--- config.mk ---
export PLATFORM = sky130hd
export DESIGN_NAME = branch_result_queue
export DESIGN_NICKNAME = d
export VERILOG_FILES = /design/src/rtl/branch_result_queue.sv
export SDC_FILE = /design/constraint.sdc
export NUM_CORES = 1
export LEC_CHECK = 0
export ABC_AREA = 1
export CAP_MARGIN = 0
export CORE_AREA = 4 4 130 132
export DETAILED_ROUTE_END_ITERATION = 10
export DIE_AREA = 0 0 134 136
export PLACE_DENSITY_LB_ADDON = 0.12
export REMOVE_ABC_BUFFERS = 1
export SLEW_MARGIN = 20
export SYNTH_ARGS = -nofsm -noshare
export SYNTH_HDL_FRONTEND = slang
export SYNTH_SLANG_ARGS = --single-unit
--- constraint.sdc ---
create_clock -name clk -period 7.8 [get_ports clk]
set_clock_uncertainty 0.05 [all_clocks]
set_input_delay 1.95 -clock clk [delete_from_list [all_inputs] [get_ports clk]]
set_output_delay 1.95 -clock clk [all_outputs]
set_load 0.02 [all_outputs]
--- src/rtl/branch_result_queue.sv ---
// ---------------------------------------------------------------------------
// branch_result_queue
//
// Per-branch result buffer between one execution branch (MAC, ALU, LUT, ...)
// and the in-order commit stage. Completed results are tagged with a block
// index, destination register, commit ID and commit flag. They are held in a
// small circular buffer. The oldest entry is presented to the commit stage
// until that stage consumes it. This lets a branch run ahead of the commit
// pointer by up to `depth` results.
//
// Ports:
//   clk, reset         clock; synchronous active-high reset (overrides all)
//   flush              synchronous queue clear (program restart)
//   push_valid/ready   branch-side handshake; ready depends on count only
//   push_block/result/dest/commit_id/commit_flag   fields of the new entry
//   out_valid          head entry present (count != 0)
//   out_ready          commit stage consumed the head (one pulse per entry)
//   out_block/result/dest/commit_id/commit_flag    fields of the head entry
//   count              current occupancy, 0..depth
//   protocol_err       sticky: pop while empty or push while full
// ---------------------------------------------------------------------------
module branch_result_queue #(
    parameter int data_width = 16,
    parameter int n_blocks   = 256,
    parameter int depth      = 4
) (
    input  logic                          clk,
    input  logic                          reset,
    input  logic                          flush,
    input  logic                          push_valid,
    output logic                          push_ready,
    input  logic [$clog2(n_blocks)-1:0]   push_block,
    input  logic [2*data_width-1:0]       push_result,
    input  logic [3:0]                    push_dest,
    input  logic [8:0]                    push_commit_id,
    input  logic                          push_commit_flag,
    output logic                          out_valid,
    input  logic                          out_ready,
    output logic [$clog2(n_blocks)-1:0]   out_block,
    output logic [2*data_width-1:0]       out_result,
    output logic [3:0]                    out_dest,
    output logic [8:0]                    out_commit_id,
    output logic                          out_commit_flag,
    output logic [$clog2(depth+1)-1:0]    count,
    output logic                          protocol_err
);

    localparam int block_w = $clog2(n_blocks);
    localparam int ptr_w   = $clog2(depth);
    localparam int count_w = $clog2(depth + 1);

    localparam logic [count_w-1:0] full_count = count_w'(depth);
    localparam logic [count_w-1:0] count_one  = count_w'(1);
    localparam logic [ptr_w-1:0]   ptr_one    = ptr_w'(1);

    logic [block_w-1:0]      mem_block  [depth];
    logic [2*data_width-1:0] mem_result [depth];
    logic [3:0]              mem_dest   [depth];
    logic [8:0]              mem_id     [depth];
    logic                    mem_flag   [depth];

    logic [ptr_w-1:0]   wr_ptr;
    logic [ptr_w-1:0]   rd_ptr;
    logic [count_w-1:0] count_q;

    logic is_full;
    logic is_empty;
    logic do_push;
    logic do_pop;
    logic err_event;

    // Status decodes come from the count register only. A pop does not
    // free a slot for a push in the same cycle, so there is no
    // combinational path from out_ready to push_ready.
    assign is_full    = (count_q == full_count);
    assign is_empty   = (count_q == '0);
    assign push_ready = !is_full;
    assign out_valid  = !is_empty;
    assign count      = count_q;

    // Illegal requests are flagged and otherwise ignored. They cannot
    // move the pointers or overwrite a resident entry.
    assign do_push   = push_valid && !is_full;
    assign do_pop    = out_ready && !is_empty;
    assign err_event = (out_ready && is_empty) || (push_valid && is_full);

    // The head is read straight from storage. A push therefore becomes
    // visible on out_* only after the edge that writes it.
    assign out_block       = mem_block[rd_ptr];
    assign out_result      = mem_result[rd_ptr];
    assign out_dest        = mem_dest[rd_ptr];
    assign out_commit_id   = mem_id[rd_ptr];
    assign out_commit_flag = mem_flag[rd_ptr];

    // Storage has no reset; its contents only matter once count covers them.
    always_ff @(posedge clk) begin
        if (!reset && !flush && do_push) begin
            mem_block[wr_ptr]  <= push_block;
            mem_result[wr_ptr] <= push_result;
            mem_dest[wr_ptr]   <= push_dest;
            mem_id[wr_ptr]     <= push_commit_id;
            mem_flag[wr_ptr]   <= push_commit_flag;
        end
    end

    // Pointer and occupancy control. Flush discards any push or pop in
    // its cycle but leaves the sticky error flag alone. Only reset clears
    // that flag. Pointers wrap naturally because depth is a power of two.
    always_ff @(posedge clk) begin
        if (reset) begin
            wr_ptr       <= '0;
            rd_ptr       <= '0;
            count_q      <= '0;
            protocol_err <= 1'b0;
        end else begin
            if (err_event) begin
                protocol_err <= 1'b1;
            end
            if (flush) begin
                wr_ptr  <= '0;
                rd_ptr  <= '0;
                count_q <= '0;
            end else begin
                if (do_push) begin
                    wr_ptr <= wr_ptr + ptr_one;
                end
                if (do_pop) begin
                    rd_ptr <= rd_ptr + ptr_one;
                end
                case ({do_push, do_pop})
                    2'b10:   count_q <= count_q + count_one;
                    2'b01:   count_q <= count_q - count_one;
                    default: count_q <= count_q;
                endcase
            end
        end
    end

endmodule

* Word level (Yosys, flattened, before mapping) *
Memory sizes are Yosys's and may differ from the RTL's. A register that Yosys moved wholly into a read port is not among the register bits.
Index checks and enable logic that the tools add are counted.

storage, ports and cells
  register bits after elaboration = 8
  output and inout port bits = 60
  memory bits (writable) = 216
  bits in latches = 0
  memories = 5
  input port bits = 59
  word-level logic and storage cells = 43
  ROM bits = 0

memory list
  name        depth  width  rd ports  clocked after Yosys merged registers in  wr ports  line  source
  mem_result  4      32     1         1                                        1         57    logic [2*data_width-1:0] mem_result [depth];
  mem_id      4      9      1         1                                        1         59    logic [8:0] mem_id [depth];
  mem_block   4      8      1         1                                        1         56    logic [block_w-1:0] mem_block [depth];
  mem_dest    4      4      1         1                                        1         58    logic [3:0] mem_dest [depth];
  mem_flag    4      1      1         1                                        1         60    logic mem_flag [depth];

operators by class
  shift operators = 0
  div/mod/pow operators = 0
  muxes and demuxes = 13
  bitwise logic cells = 0
  $add $sub $neg = 4
  magnitude comparators = 0
  reductions and logical operators = 14
  equal/unequal tests = 3
  multiply operators = 0

operator list
  kind                   count
  $mux W2                10
  $logic_and A1 B1 Y1    6
  $pmux W3 S2            1
  $add A2 B1 Y2 const B  2
  $logic_not A1 Y1       4
  $add A3 B1 Y3 const B  1
  $eq A3 B3 Y1 const B   1
  $logic_not A3 Y1       1
  $sub A3 B1 Y3 const B  1
  $eq A2 B1 Y1 const B   1
  $eq A2 B2 Y1 const B   1
  $mux W1                2
  $reduce_bool A2 Y1     1
  $reduce_or A2 Y1       1
  $logic_or A1 B1 Y1     1

* Longest topological paths before layout *
Gate-level depths: netlist (run 1).

  word-level depth = 6
  mapped depth = 13

* Least setup slack after synthesis (run 1) *
OpenSTA, ideal clock, no wires.

  path kind = in2reg
  start point = input port flush
  end point = memory mem_block[0][0] (netlist name) (enable)
  slack = 2.614 ns
  stages on the path = 3
  arrival = 4.670 ns
  path buffers = 0
  setup time = 0.466 ns
  path through = nor2_1 > nand2_1 > nor2_1

on the way
  word-level cells in the longest chain between the ends = 5

ends and longest elaborated chain
  item                               line  source
  from (decl)                        29    input logic flush,
  $logic_not A1 Y1                   97    if (!reset && !flush && do_push) begin
  $logic_and A1 B1 Y1 (2 in series)  97
  $mux W1                            97
  $mux W1 (implied by the code)      98    mem_block[wr_ptr] <= push_block;
  to (decl)                          56

Every way passes these cells.

==> key figures, run 1 <==
Power
  • Pwr Density: between 200 and 250 mW/mm^2
  • Leakage power total: around 3.5 nW
  • Final Power: 2.49 mW
  • VDD IR-drop max: around 180 uV

Worst setup path
  • R2R cell count: 5
  • CP endpoint kind: output pin
  • CP startpoint kind: flop
  • Worst Path Max Fanout: 55
  • Crit path DAT: around 3.2 ns
  • Crit path kind: reg -> out
  • Worst EP required: a little under 6 ns
  • R2R Path Start: count[1]$_SDFFE_PP0P_

STA
  • Slew of the pin with the lowest slew margin: around 0.94 ns
  • FMAX: approximately 190 MHz
  • Crit path time final: just over 5 ns
  • Fin. Hold Viols: 0
  • RSZ-0062 raised after global routing: false
  • Final worst slack: roughly 2.6 ns
  • Setup TNS: 0 ns
  • Fin. max-slew vios: 0
  • Max-Slew Margin vs Limit: a little under two fifths
  • Final Cycle Share: about two thirds
  • Final setup viols: 0

Layout
  • Multi-input logic area: approximately 0.0016 mm^2
  • Fillers: between 1000 and 1500
  • Finished Core Util: 67.2%
  • Share of cells above drive strength 1: ~6.3%
  • Commonest cells after routing, fill and taps aside: 216 x edfxtp_1, 118 x nor2_1, 118 x clkdlybuf4s50_1, 95 x o21ai_0, 54 x o22ai_1
  • Register Area: approximately 0.0067 mm^2
  • Final-stage net count: about 780
  • Synthesis-to-layout area growth: 23.5%
  • Antenna Cells: 0
  • Leading cell type in the layout, fill and taps excluded: edfxtp_1

Logic synthesis
  • Syn_area_per_cell: approximately 14 um^2
  • YS warnings: 0
  • Area of the mapped netlist: ~0.0085 mm^2
  • Synth area leaders: edfxtp_1 76%, o21ai_0 5.6%, nor2_1 5.4%
  • Post-synth cell types: 22
  • Register area share after synthesis: about 80%
  • Post-synth EDFFs: 216
  • Flops & latches, synth: between 200 and 250
  • Cells after Synth: 603
  • Share of the synthesized area in the top cell type: ~76%
  • Async set-reset flop share out of synthesis: 0%
  • Post-synth top flop: edfxtp_1
  • Area leader, netlist: edfxtp_1

Global route
  • Largest net degree at the start of global routing: between 100 and 150
  • Gr usage total: 18.8%
  • Vias in the first global route: between 5000 and 6000
  • Initial antenna violation count: 0
  • First-pass GRT wire length: 27000 um
  • Congestion Overflow GR: 0

Routing
  • Uppermost routed layer: met4
  • Routed wl met3: ~1000 um
  • TritonRoute pass-1 iters: 4
  • Post-DRT Antenna Nets: 0
  • Met2 WL: 8700 um
  • Met1 wire length: between 7000 and 8000 um
  • Iteration-0 DRC Markers: approximately 340
  • Wirelength per Cell: between 15 and 20 um
  • DR DRC count: 0
  • Vias per Instance: approximately 5.4
  • DRT Wirelength: 17500 um
  • Via Count: a little over 5000

CTS
  • H-tree depth: 1
  • Sinks on Clock Net: roughly 230
  • Clk root buf: clkbuf_16
  • Clk Latency, worst-skew pair: about 0.49 ns
  • Post-CTS setup buffer count: 0
  • CTS tree: yes
  • Clock transition at path regs: approximately 0.06 ns
  • Num CTS Buffers: 23
  • Bufs on Longest Clock Path: 3
  • Post-CTS Hold Fix Bufs: 0
  • Post-cts resize count: 0

Die
  • Total core area: around 0.016 mm^2
  • IO Pins: about 120
  • Initial Util: between 50% and 60%
  • Total Die Area: 0.0182 mm^2
  • Die Ht: around 140 um
  • Die Span X: 134 um
  • Num rows: 46

Place
  • Post-place setup slack: about 3.0 ns
  • PortBufs: 118
  • RD Place Congestion: slightly below 0.8
  • Final HPWL DP: 9440 um

Worst hold path
  • Min-delay worst type: reg -> reg
  • Hold Crit Start: rd_ptr[1]$_SDFFE_PP0P_
  • Hold path depth: 2

Job
  • Max-cap check violation count: 0

Outcome
  • Outcome: completed
-- metrics by stage --
step	cells	instance area (um^2)	hold slack, ns
finish	948	10600	0.441
global route	948	10600	0.485
CTS	947	10500	0.443
detailed placement	908	9870	0.430
global placement	908	9870	0.429
floorplan	569	8350	0.410
-- Yosys cell counts, types with 2 or more instances --
library cell  number
o21ai_1           15
buf_2             20
inv_1             20
nand3_1            6
clkbuf_2           7
ha_1               5
buf_4              3
dfxtp_1           10
o21ai_0           95
nand2_1           15
edfxtp_1         216
buf_6              4
o22ai_1           54
nor2_1           122
nand3b_1           2
a21oi_1            3
-- where the power goes --
group / internal, mW / switching [mW]
clock: 0.570 / 0.416
combinational: 0.0694 / 0.0834
sequential: 1.34 / 0.00780
total: 1.98 / 0.507
-- logic make-up (layout without fill, tap and decap cells) --
family / Yosys count / after routing / share of synthesized area, %
buffers and inverters: 56 / 185 / 3.40
DFF: 226 / 226 / 78.2
and+or+nand+nor: 147 / 147 / 6.75
AOI/OAI and AO/OA: 168 / 168 / 10.7
adders and majority gates: 6 / 6 / 0.966
-- final timing paths --
| kind | to | slack, ns |
|---|---|---|
| worst min-delay path | flop | 0.44 |
| worst max register to register | mem_result[1][15]$_DFFE_PP_ | 5.28 |
| worst max-delay path | out_result[8] | 2.63 |
| worst min register to register | flop | 0.44 |
-- registers in the layout, indices dropped and copies added (netlist names), named ones only --
name and count:
mem_id 36, mem_result 128, wr_ptr 2, count 3
mem_flag 4, protocol_err 1, mem_block 32, rd_ptr 2
mem_dest 16
-- per-layer routing --
| metal | global-route usage, % | up-vias |
|---|---|---|
| li1 | - | 2465 |
| met1 | 24.4 | 2531 |
| met2 | 32.6 | 121 |
| met3 | 4.22 | 21 |
| met4 | 4.80 | 0 |
| met5 | 0 | - |
-- final cells by class --
type / count / share of cell area, %
Sequential cell: 226 / 63.4
Multi-Input combinational cell: 321 / 15.2
Timing Repair Buffer: 124 / 11.7
Clock buffer: 28 / 5.63
Tap cell: 216 / 2.56
Inverter: 22 / 0.830
Clock inverter: 11 / 0.699
-- worst max-delay path, stage by stage, from the launching register on --
cell,delay (ns)
dfxtp_2,0.30
buf_4,0.31
inv_2,0.77
o21ai_0,0.26
o22ai_1,0.33
clkdlybuf4s50_1,0.68
No activity file was read; power rests on OpenSTA's default activity.
==> inputs of run 2 (changes only) <==
Settings changed: CORE_AREA 4 4 130 132 to 4 4 131 133, DIE_AREA 0 0 134 136 to 0 0 135 137.
Clock period 7.8 ns to 5 ns, I/O delays scaled along.
==> key figures, run 2 (synthesized netlist as in run 1, its figures left out) <==
Global route
  • Vias in the first global route: 5171 (was 5168)
  • Largest net degree at the start of global routing: 109 (was 110)
  • First-pass GRT wire length: 27200 um (was 27000 um)
  • Gr usage total: 18.9% (was 18.8%)
  • Initial antenna violation count: 0 (unchanged)
  • Congestion Overflow GR: 0 (unchanged)

Layout
  • Most flop-heavy register: mem_result (unchanged)
  • Leading cell type in the layout, fill and taps excluded: edfxtp_1 (unchanged)
  • Fillers: 1165 (was 1101)
  • Synthesis-to-layout area growth: 23.1% (was 23.5%)
  • Commonest cells after routing, fill and taps aside: 216 x edfxtp_1, 118 x nor2_1, 118 x clkdlybuf4s50_1, 95 x o21ai_0, 54 x o22ai_1 (unchanged)
  • Number of flip-flops in the largest register: 128 (unchanged)
  • Antenna Cells: 0 (unchanged)
  • Final-stage net count: 783 (unchanged)
  • Regs by FF count: mem_result x128, mem_id x36, mem_block x32 (unchanged)
  • Share of cells above drive strength 1: 5.99% (was 6.28%)
  • Finished Core Util: 66.5% (was 67.2%)

CTS
  • Bufs on Longest Clock Path: 3 (unchanged)
  • CTS tree: yes (unchanged)
  • Clk Latency, worst-skew pair: 0.49 ns (about the same)
  • Clock transition at path regs: 0.06 ns (about the same)
  • Post-CTS setup buffer count: 0 (unchanged)
  • H-tree depth: 1 (unchanged)
  • Post-CTS Hold Fix Bufs: 0 (unchanged)
  • Post-cts resize count: 0 (unchanged)
  • Num CTS Buffers: 23 (unchanged)
  • Sinks on Clock Net: 226 (unchanged)
  • Clk root buf: clkbuf_16 (unchanged)

STA
  • Fin. Hold Viols: 0 (unchanged)
  • Final Cycle Share: between 80% and 90%
  • Setup TNS: 0 ns (unchanged)
  • Final setup viols: 0 (unchanged)
  • Fin. max-slew vios: 0 (unchanged)
  • Final worst slack: 0.758 ns (was 2.63 ns)
  • Crit path time final: approximately 4.2 ns
  • Slew of the pin with the lowest slew margin: 0.988 ns (was 0.936 ns)
  • RSZ-0062 raised after global routing: false (unchanged)
  • Max-Slew Margin vs Limit: 34.1% (was 37.5%)
  • FMAX: roughly 240 MHz

Job
  • Max-cap check violation count: 0 (unchanged)

Die
  • IO Pins: 119 (unchanged)
  • Initial Util: 54.0% (was 54.4%)
  • Die Span X: 135 um (was 134 um)
  • Total Die Area: 0.0185 mm^2 (was 0.0182 mm^2)
  • Num rows: 46 (unchanged)
  • Die Ht: 137 um (was 136 um)
  • Total core area: 0.0158 mm^2 (was 0.0157 mm^2)

Routing
  • Via Count: 5218 (was 5138)
  • DRT Wirelength: 17500 um (about the same)
  • Vias per Instance: 5.49 (was 5.42)
  • Iteration-0 DRC Markers: 423 (was 336)
  • TritonRoute pass-1 iters: 4 (unchanged)
  • DR DRC count: 0 (unchanged)
  • Post-DRT Antenna Nets: 0 (unchanged)
  • Wirelength per Cell: 18.4 um (was 18.5 um)

Worst setup path
  • R2R Path Start: count[1]$_SDFFE_PP0P_ (unchanged)
  • CP startpoint kind: flop (unchanged)
  • Crit path kind: reg -> out (unchanged)
  • CP endpoint kind: output pin (unchanged)
  • Worst Path Max Fanout: 64 (was 55)
  • Crit path DAT: 2.94 ns (was 3.17 ns)
  • Worst EP required: 3.70 ns (was 5.80 ns)
  • R2R cell count: 5 (unchanged)
  • R2R setup slack: 2.74 ns (was 5.28 ns)
  • Worst flop-to-flop path endpoint: mem_block[1][7]$_DFFE_PP_ (was mem_result[1][15]$_DFFE_PP_)

Power
  • Pwr Density: 364 mW/mm^2 (was 236 mW/mm^2)
  • VDD IR-drop max: 296 uV (was 181 uV)
  • Final Power: 3.83 mW (was 2.49 mW)
  • Leakage power total: 3.51 nW (was 3.52 nW)

Worst hold path
  • Hold path depth: 2 (unchanged)
  • Min-delay worst type: reg -> reg (unchanged)
  • Hold Crit Start: rd_ptr[1]$_SDFFE_PP0P_ (unchanged)

Place
  • RD Place Congestion: 0.768 (was 0.790)
  • PortBufs: 118 (unchanged)
  • Post-place setup slack: 1.20 ns (was 3.04 ns)
  • Final HPWL DP: 9520 um (was 9440 um)

Outcome
  • Outcome: completed (unchanged)
[run 2: cell count changes in the layout (fill, tap and decap cells not counted)]
cell,delta
bufinv_16,-1
clkinv_1,+3
clkbuf_1,+1
buf_12,-1
buf_4,+1
clkinv_2,-1
[run 2: report_power, final]
part / switching, mW / internal, mW / total [mW]
clock network: 0.646 / 0.840 / 1.49
registers: 0.0112 / 2.10 / 2.11
logic: 0.130 / 0.108 / 0.237
[run 2: layer usage]
| metal | wire length (um) | global-route usage, % | part of all wire (%) | up-vias |
|---|---|---|---|---|
| met5 | 0 | 0 | 0 | - |
| met4 | 393 | 6.89 | 2.2 | 0 |
| met3 | 1160 | 4.19 | 6.6 | 31 |
| met2 | 8780 | 31.4 | 50 | 156 |
| met1 | 7180 | 24.8 | 41 | 2562 |
| li1 | - | - | - | 2469 |
[run 2: final cells by class]
| cell class | count | area, um^2 | share of cell area, % |
|---|---|---|---|
| flip-flops and latches | 226 | 6690 | 63.6 |
| clock buffers | 29 | 598 | 5.68 |
| inverters | 22 | 87.6 | 0.832 |
| well taps | 216 | 270 | 2.57 |
| clock inverters | 12 | 50.0 | 0.476 |
| repair buffers | 124 | 1230 | 11.7 |
| multi-input cells | 321 | 1600 | 15.2 |
[run 2: metrics by stage]
step	instance area, um^2	instances	hold slack [ns]
after floorplan	8350	569	0.410
after global placement	9880	909	0.417
after detailed placement	9880	909	0.457
after CTS	10500	950	0.466
after global routing	10500	950	0.481
final	10500	950	0.467
[run 2: worst max path at each step]
stage | end | cells after the start
2_1_floorplan | mem_block[0][0]$_DFFE_PP_ | 3
3_3_place_gp | out_dest[0] | 4
3_5_place_dp | out_dest[0] | 4
4_1_cts | out_dest[0] | 4
5_1_grt | out_dest[0] | 4
6_report | out_dest[0] | 4
[run 2: worst max-delay path: stages, from the launching register on]
cell,delay (ns)
dfxtp_4,0.65
buf_4,0.61
o21ai_0,0.22
o22ai_1,0.28
clkdlybuf4s50_1,0.67
==> inputs of run 3 (changes only) <==
Clock period 5 ns to 4.2 ns, I/O delays scaled along.
==> key figures, run 3 (synthesized netlist as in run 1, its figures left out) <==
Worst setup path
  • Worst EP required: 3.10 ns (was 3.70 ns)
  • CP endpoint kind: output pin (unchanged)
  • R2R cell count: 5 (unchanged)
  • Worst flop-to-flop path endpoint: mem_result[1][14]$_DFFE_PP_ (was mem_block[1][7]$_DFFE_PP_)
  • Worst Path Max Fanout: 32 (was 64)
  • R2R Path Start: count[1]$_SDFFE_PP0P_ (unchanged)
  • R2R setup slack: 2.13 ns (was 2.74 ns)
  • Crit path DAT: 2.71 ns (was 2.94 ns)
  • CP startpoint kind: flop (unchanged)
  • Crit path kind: reg -> out (unchanged)

Global route
  • First-pass GRT wire length: 27500 um (was 27200 um)
  • Vias in the first global route: 5370 (was 5171)
  • Gr usage total: 18.9% (about the same)
  • Initial antenna violation count: 0 (unchanged)
  • Congestion Overflow GR: 0 (unchanged)
  • Largest net degree at the start of global routing: 109 (unchanged)

Routing
  • TritonRoute pass-1 iters: 4 (unchanged)
  • DRT Wirelength: 17800 um (was 17500 um)
  • Vias per Instance: 5.50 (was 5.49)
  • Iteration-0 DRC Markers: 362 (was 423)
  • Via Count: 5257 (was 5218)
  • DR DRC count: 0 (unchanged)
  • Wirelength per Cell: 18.7 um (was 18.4 um)
  • Post-DRT Antenna Nets: 0 (unchanged)

Die
  • Num rows: 46 (unchanged)
  • Initial Util: 54.0% (unchanged)
  • Die Span X: 135 um (unchanged)
  • Die Ht: 137 um (unchanged)
  • Total Die Area: 0.0185 mm^2 (unchanged)
  • IO Pins: 119 (unchanged)
  • Total core area: 0.0158 mm^2 (unchanged)

Worst hold path
  • Min-delay worst type: reg -> reg (unchanged)
  • Hold Crit Start: rd_ptr[1]$_SDFFE_PP0P_ (unchanged)
  • Hold path depth: 2 (unchanged)

STA
  • Crit path time final: 3.81 ns
  • Slew of the pin with the lowest slew margin: 0.580 ns (was 0.988 ns)
  • Final setup viols: 0 (unchanged)
  • Fin. max-slew vios: 0 (unchanged)
  • Max-Slew Margin vs Limit: 61.3% (was 34.1%)
  • WHS: 0.452 ns (was 0.467 ns)
  • Final Cycle Share: a little over 90%
  • Fin. Hold Viols: 0 (unchanged)
  • Setup TNS: 0 ns (unchanged)
  • RSZ-0062 raised after global routing: false (unchanged)
  • FMAX: 263 MHz

CTS
  • Clk root buf: clkbuf_16 (unchanged)
  • CTS tree: yes (unchanged)
  • Post-cts resize count: 0 (unchanged)
  • Sinks on Clock Net: 226 (unchanged)
  • Post-CTS Hold Fix Bufs: 0 (unchanged)
  • Clock transition at path regs: 0.06 ns (about the same)
  • H-tree depth: 1 (unchanged)
  • Post-CTS setup buffer count: 0 (unchanged)
  • Bufs on Longest Clock Path: 3 (unchanged)
  • Clk Latency, worst-skew pair: 0.49 ns (about the same)
  • Num CTS Buffers: 23 (unchanged)

Layout
  • Final-stage net count: 788 (was 783)
  • Number of flip-flops in the largest register: 128 (unchanged)
  • Fillers: 1102 (was 1165)
  • Share of cells above drive strength 1: 7.31% (was 5.99%)
  • Synthesis-to-layout area growth: 25.1% (was 23.1%)
  • Commonest cells after routing, fill and taps aside: 216 x edfxtp_1, 118 x nor2_1, 118 x clkdlybuf4s50_1, 95 x o21ai_0, 54 x o22ai_1 (unchanged)
  • Antenna Cells: 0 (unchanged)
  • Leading cell type in the layout, fill and taps excluded: edfxtp_1 (unchanged)
  • Regs by FF count: mem_result x128, mem_id x36, mem_block x32 (unchanged)
  • Most flop-heavy register: mem_result (unchanged)

Power
  • Pwr Density: 446 mW/mm^2 (was 364 mW/mm^2)
  • Leakage power total: 3.58 nW (was 3.51 nW)
  • VDD IR-drop max: 345 uV (was 296 uV)
  • Final Power: 4.77 mW (was 3.83 mW)

Place
  • RD Place Congestion: 0.797 (was 0.768)
  • PortBufs: 118 (unchanged)
  • Final HPWL DP: 10100 um (was 9520 um)

Outcome
  • Outcome: completed (unchanged)

Job
  • Max-cap check violation count: 0 (unchanged)
-- run 3: cell types whose count changed in the layout (fill, tap and decap cells not counted) --
| cell | previous run | this run |
|---|---|---|
| clkinv_1 | 8 | 3 |
| buf_12 | 0 | 4 |
| bufinv_16 | 0 | 3 |
| buf_4 | 6 | 7 |
| clkinv_2 | 4 | 5 |
| clkinvlp_4 | 0 | 1 |
-- run 3: how the worst max path moves through the flow --
stage           from                         to  slack, ns
6_report        flop             out_result[24]       0.39
5_1_grt         flop             out_result[24]       0.26
4_1_cts         flop             out_result[24]       0.39
3_5_place_dp   reset  mem_block[1][0]$_DFFE_PP_       0.87
3_3_place_gp    flop             out_result[24]       0.91
2_1_floorplan  flush  mem_block[0][0]$_DFFE_PP_      -0.09
-- run 3: cell type report --
type                    count  area (um^2)  area share (%)
well taps                 216          270            2.53
multi-input cells         321         1600            15.0
clock buffers              29          598            5.59
repair buffers            129         1310            12.3
clock inverters            12          134            1.25
inverters                  22         87.6           0.819
flip-flops and latches    226         6690            62.6
-- run 3: metrics by stage --
| stage | utilization, % | cells | area (um^2) | setup slack (ns) |
|---|---|---|---|---|
| 6_report | 67.6 | 955 | 10700 | 0.394 |
| 5_1_grt | 67.6 | 955 | 10700 | 0.262 |
| 2_1_floorplan | - | 569 | 8350 | -0.0858 |
| 3_3_place_gp | 63.0 | 914 | 9960 | 0.913 |
| 4_1_cts | 67.6 | 955 | 10700 | 0.387 |
| 3_5_place_dp | 63.0 | 914 | 9960 | 0.869 |
-- run 3: report_power, final --
group	internal (mW)	switching, mW	leakage, nW
registers	2.50	0.00995	2.03
logic	0.131	0.161	1.19
clock network	1.19	0.779	0.357
-- run 3: critical path: stages, from the launching register on --
cell and delay, ns:
dfxtp_2 0.66, buf_4 0.43, o21ai_0 0.15, o22ai_1 0.30
clkdlybuf4s50_1 0.67
-- run 3: layer usage --
layer	part of all wire (%)	GRT usage [%]	wire [um]	vias up
li1	-	-	-	2473
met1	42	24.3	7500	2608
met2	51	32.8	9030	152
met3	5.7	3.71	1020	24
met4	1.5	6.10	276	0
met5	0	0	0	-
